$ cat config.mk
export PLATFORM = sky130hd
export DESIGN_NAME = display_scan_ctrl
export DESIGN_NICKNAME = d
export VERILOG_FILES = /design/src/rtl/display_scan_ctrl.sv
export SDC_FILE = /design/constraint.sdc
export NUM_CORES = 1
export LEC_CHECK = 0
export BUFFER_PORTS_ARGS = -buffer_cell sky130_fd_sc_hd__buf_2
export CAP_MARGIN = 20
export CORE_MARGIN = 2
export CORE_UTILIZATION = 57
export DETAILED_ROUTE_END_ITERATION = 10
export PLACE_DENSITY_LB_ADDON = 0.05
export SLEW_MARGIN = 0
export SYNTH_ARGS = -nofsm -noshare
export SYNTH_HDL_FRONTEND = slang
export SYNTH_SLANG_ARGS = --single-unit
$ cat constraint.sdc
create_clock -name clk -period 4.4 [get_ports clk]
set_input_delay 0 -clock clk [delete_from_list [all_inputs] [get_ports clk]]
set_output_delay 0 -clock clk [all_outputs]
set_load 0.01 [all_outputs]
$ cat src/rtl/display_scan_ctrl.sv
// Eight-digit seven-segment scan controller with frame-synchronous double buffering.
// Define LEADING_ZERO_BLANK_EN to blank leading zero digits (digit 0 always shows).
module display_scan_ctrl #(
  parameter int CLK_HZ       = 100_000_000,
  parameter int DIGIT_HZ     = 800,
  parameter int BLANK_CYCLES = 16
) (
  input  logic        clk,
  input  logic        reset_n,
  input  logic [31:0] value,
  input  logic        load,
  input  logic [7:0]  dp_mask,
  output logic [2:0]  cuenta,
  output logic [6:0]  seg_n,
  output logic        dp_n,
  output logic        frame_tick
);

  localparam int DIV = CLK_HZ / DIGIT_HZ;
  localparam int PW  = $clog2(DIV);
  localparam int BW  = (BLANK_CYCLES > 0) ? $clog2(BLANK_CYCLES + 1) : 1;
  localparam logic [PW-1:0] P_LAST = PW'(DIV - 1);
  localparam logic [BW-1:0] B_INIT = BW'(BLANK_CYCLES);

  logic [PW-1:0] r_pcnt;
  logic [2:0]    r_cuenta;
  logic [31:0]   r_shadow;
  logic [7:0]    r_shadow_dp;
  logic [31:0]   r_pend_val;
  logic [7:0]    r_pend_dp;
  logic          r_pend_flag;
  logic [BW-1:0] r_blank;
  logic [6:0]    r_seg_n;
  logic          r_dp_n;
  logic          r_frame_tick;

  logic          w_tick;
  logic          w_wrap;
  logic [PW-1:0] w_pcnt_next;
  logic [2:0]    w_cuenta_next;
  logic [BW-1:0] w_blank_next;
  logic [31:0]   w_shadow_next;
  logic [7:0]    w_shadow_dp_next;
  logic [31:0]   w_pend_val_next;
  logic [7:0]    w_pend_dp_next;
  logic          w_pend_flag_next;
  logic [3:0]    w_nib;
  logic          w_blank_on;
  logic          w_lz_on;
  logic [6:0]    w_seg_next;
  logic          w_dp_next;

  function automatic logic [6:0] hex7seg(input logic [3:0] nib);
    logic [6:0] s;
    case (nib)
      4'h0: s = 7'b1000000;
      4'h1: s = 7'b1111001;
      4'h2: s = 7'b0100100;
      4'h3: s = 7'b0110000;
      4'h4: s = 7'b0011001;
      4'h5: s = 7'b0010010;
      4'h6: s = 7'b0000010;
      4'h7: s = 7'b1111000;
      4'h8: s = 7'b0000000;
      4'h9: s = 7'b0010000;
      4'hA: s = 7'b0001000;
      4'hB: s = 7'b0000011;
      4'hC: s = 7'b1000110;
      4'hD: s = 7'b0100001;
      4'hE: s = 7'b0000110;
      default: s = 7'b0001110;
    endcase
    return s;
  endfunction

  always_comb begin
    w_tick        = (r_pcnt == P_LAST);
    w_wrap        = w_tick && (r_cuenta == 3'd7);
    w_pcnt_next   = w_tick ? '0 : r_pcnt + PW'(1);
    w_cuenta_next = w_tick ? r_cuenta + 3'd1 : r_cuenta;

    if (w_tick)
      w_blank_next = B_INIT;
    else if (r_blank != '0)
      w_blank_next = r_blank - BW'(1);
    else
      w_blank_next = r_blank;

    w_shadow_next    = r_shadow;
    w_shadow_dp_next = r_shadow_dp;
    w_pend_val_next  = r_pend_val;
    w_pend_dp_next   = r_pend_dp;
    w_pend_flag_next = r_pend_flag;

    if (load) begin
      w_pend_val_next  = value;
      w_pend_dp_next   = dp_mask;
      w_pend_flag_next = 1'b1;
    end

    // A load landing exactly on the wrap bypasses the pending stage.
    if (w_wrap) begin
      if (load) begin
        w_shadow_next    = value;
        w_shadow_dp_next = dp_mask;
        w_pend_flag_next = 1'b0;
      end else if (r_pend_flag) begin
        w_shadow_next    = r_pend_val;
        w_shadow_dp_next = r_pend_dp;
        w_pend_flag_next = 1'b0;
      end
    end

    w_nib      = w_shadow_next[{w_cuenta_next, 2'b00} +: 4];
    w_blank_on = (w_blank_next != '0);
    w_seg_next = (w_blank_on || w_lz_on) ? 7'h7F : hex7seg(w_nib);
    w_dp_next  = w_blank_on | ~w_shadow_dp_next[w_cuenta_next];
  end

`ifdef LEADING_ZERO_BLANK_EN
  logic [7:0] w_lz;
  generate
    for (genvar gi = 0; gi < 8; gi++) begin : g_lz
      if (gi == 0) begin : g_first
        assign w_lz[gi] = 1'b0;
      end else begin : g_upper
        assign w_lz[gi] = (w_shadow_next[31:4*gi] == '0);
      end
    end
  endgenerate
  assign w_lz_on = w_lz[w_cuenta_next];
`else
  assign w_lz_on = 1'b0;
`endif

  // Outputs are computed from next-state values so they line up with the new cuenta.
  always_ff @(posedge clk or negedge reset_n) begin
    if (!reset_n) begin
      r_pcnt       <= '0;
      r_cuenta     <= 3'd0;
      r_shadow     <= 32'd0;
      r_shadow_dp  <= 8'd0;
      r_pend_val   <= 32'd0;
      r_pend_dp    <= 8'd0;
      r_pend_flag  <= 1'b0;
      r_blank      <= B_INIT;
      r_seg_n      <= 7'h7F;
      r_dp_n       <= 1'b1;
      r_frame_tick <= 1'b0;
    end else begin
      r_pcnt       <= w_pcnt_next;
      r_cuenta     <= w_cuenta_next;
      r_shadow     <= w_shadow_next;
      r_shadow_dp  <= w_shadow_dp_next;
      r_pend_val   <= w_pend_val_next;
      r_pend_dp    <= w_pend_dp_next;
      r_pend_flag  <= w_pend_flag_next;
      r_blank      <= w_blank_next;
      r_seg_n      <= w_seg_next;
      r_dp_n       <= w_dp_next;
      r_frame_tick <= w_wrap;
    end
  end

  assign cuenta     = r_cuenta;
  assign seg_n      = r_seg_n;
  assign dp_n       = r_dp_n;
  assign frame_tick = r_frame_tick;

endmodule

==> flow_summary.ini <==
[run_status]
status = finished clean

[drt]
wl_per_cell_microns = 17.3
viasPerCell = 5.81
postRouteWirelength_microns = 13000
dr.first_iter.drc_count = 269
ant_nets = 0
drc_errors = 0
via_count = 4360
drtPass1Iterations = 5

[grt]
grt_pass1_vias = 4387
track_usage_pct = 25.4
antenna_found_initial = 0
grt_max_degree = 74
grt_overflow_total = 0
grt_pass1_wl_microns = 21900

[critical_path]
crit_path_frequent_cell = ha_1
r2r_cells = 13
path_cells = ha_1 > and4bb_1 > and4_1 > and3_1 > a221o_1 > o22ai_1 > or4_4 > inv_2 > ha_1 > inv_1 > nor3_1 > mux2i_1 > nand4_1
r2r_slack_ns = 0.58
crit_family = simple AND/OR/NAND/NOR gates
crit_path_end_kind = flop
cp_num_cells = 13
required_ns = 4.85
crit_buf_inv = 2
crit_fanout = 20
regToRegEndpoint = seg_n[0]
crit_type = reg2reg
max_stage_delay_ns = 0.71
critPathLaunchType = flop
crit_slowest_cell = and3_1
crit_arrival_ns = 4.27
crit-reg2reg-launch = r_pcnt[0]

[pwr]
p_per_area_nw_per_um2 = 364
clkPwrFrac_pct = 51.1
power.share.switching_pct = 22.0
combPwrFrac_pct = 5.7
p_leak_uw = 0.00316
vdd_drop_max_mv = 0.340
seqPwrFrac_pct = 43.2
p_sw_uw = 567
p_int_uw = 2010

[sta]
fin_hold_ws_ns = 0.153
slew_headroom_pct = 29.7
skew_ns = 0.00790
fmax_mhz = 262
timing_hold_violations_final = 0
setup_tns_ns = 0
rsz0062_at_grt = no
min_period_ns = 3.82
fin_ws_ns = 0.582
setup_violations = 0
period_share_pct = 86.8
slew_viol_final = 0
tightest_slew_ns = 1.05

[clocking]
cts-root-buf = clkbuf_8
cts.sinks = 115
htreeDepth = 4
path_clk_slew_ns = 0.06
clkLatencyLatePin_ns = 0.52
postCtsSetupBuffers = 0
clk_path_buf_depth = 2
tritoncts = done
cts_made_buffers = 17

[placement]
dp_worst_setup_slack_ns = 0.598
gp_congestion = 0.866
dp_hpwl_microns = 8520
port_buffers = 54
place_area_sq_um = 6050

[synthesis]
syn-cell-area_sq_um = 5690
synthesis.nets = 558
synth.distinct_cells = 62
synth_top_area_share_pct = 46.7
synth.area.top_cells = dfrtp_1 (47%), mux2_2 (11%), nand2_1 (4.4%), dfstp_2 (4.2%), a221o_1 (3.7%)
async_flop_share_pct = 100
synth-seq-cells = 115
yosysWarnings = 0
synth_edf_count = 0
synth_cells = 505
synth_top_area_cell = dfrtp_1
avgSynthCellArea_sq_um = 11.3
synthFlopType = dfrtp_1
ys_seq_area_share_pct = 50.8

[die]
dieArea_sq_um = 10800
core_sq_um = 9730
die_h_microns = 104
die_w_microns = 104
rows = 36
start_util_pct = 58.4
ioPinCount = 55

[final_layout]
antenna_cells = 0
syn_to_final_growth_pct = 24.3
final_cell_area_sq_um = 7060
fin_util_pct = 72.6
final_cell_mix = dfrtp_1 (106), nand2_1 (66), mux2_2 (55)
final_common_cell = dfrtp_1
multi_input_area_sq_um = 2570
fin_nets = 657
fillCellCount = 678
ff_latch_area_sq_um = 2890
drive_gt1_share_pct = 29.0

[run]
maxCapViolCount = 0

[worst_hold_path]
min_path_type = in2async
==> routing by layer <==
metal	GRT usage, %	routed length, microns
met3	5.89	439
met2	40.5	6360
met5	0	0
met4	9.27	307
met1	34.3	5870
==> registers in the layout (all words and copies together), names as in the netlist <==
name and cells:
r_pend_val 32, dp_n 1, r_pend_flag 1, frame_tick 1, r_pcnt 17, seg_n 7
r_blank 5, r_shadow 32, r_pend_dp 8, cuenta 3, r_shadow_dp 8
==> synth_stat cells, types with 6 or more instances <==
library cell and n:
mux2i_1 9, dfstp_2 9, nand2b_1 7, a221o_1 21, ha_1 10, inv_1 13
nand4_1 9, nand3_1 12, xnor2_1 9, a21oi_1 6, o211ai_1 6, o21ai_0 7
mux2_2 55, dfrtp_1 106, buf_2 13, nand2_1 66, xor2_1 7, clkbuf_1 8
o31ai_1 18, o22a_1 6, nor2_1 28
==> power groups by stage <==
stage / clock network (uW) / logic [uW] / registers, uW
finish: 1310 / 148 / 1110
global route: 1390 / 163 / 1110
CTS: 1330 / 149 / 1110
detailed placement: 0 / 119 / 1130
global placement: 0 / 115 / 1130
floorplan: 0 / 61.1 / 1120
==> area by class of cell <==
type                       count  share of cell area (%)
sequential                   115                    40.9
multi-input combinational    344                    36.4
timing repair buffer         109                    11.3
clock buffer                  19                    6.25
tap                          133                    2.36
clock inverter                13                    1.91
inverter                      17                   0.903
==> through the flow <==
stage / cells / total power (uW)
floorplan: 505 / 1180
global placement: 674 / 1240
detailed placement: 674 / 1250
CTS: 750 / 2590
global route: 750 / 2660
finish: 750 / 2570
==> timing repair <==
item | 4_1_cts | 5_1_grt
hold endpoints to repair | 143 | 0
endpoints found under the setup margin | 0 | 0
resized for setup | 0 | 0
hold buffers | 44 | 0
==> worst max path at each step <==
stage                          from  endpoint  slack [ns]
after floorplan           r_pcnt[0]  seg_n[6]        1.09
after global placement    cuenta[0]  seg_n[0]        0.68
after detailed placement  r_pcnt[0]  seg_n[0]        0.60
after CTS                 r_pcnt[0]  seg_n[0]        0.57
after global routing      r_pcnt[0]  seg_n[4]        0.13
final                     r_pcnt[0]  seg_n[0]        0.58
==> cell families (layout without fill, tap and decap cells) <==
group | count (synthesis) | in the layout | share of synthesized area [%]
AOI/OAI and AO/OA | 93 | 93 | 12.9
xor gates and xnor gates | 16 | 16 | 2.46
adders and majority gates | 10 | 10 | 2.20
buffers and inverters | 46 | 158 | 3.98
DFF | 115 | 115 | 50.8
muxes | 68 | 68 | 13.9
and+or+nand+nor | 157 | 157 | 13.7
No activity file was read; power rests on OpenSTA's default activity.
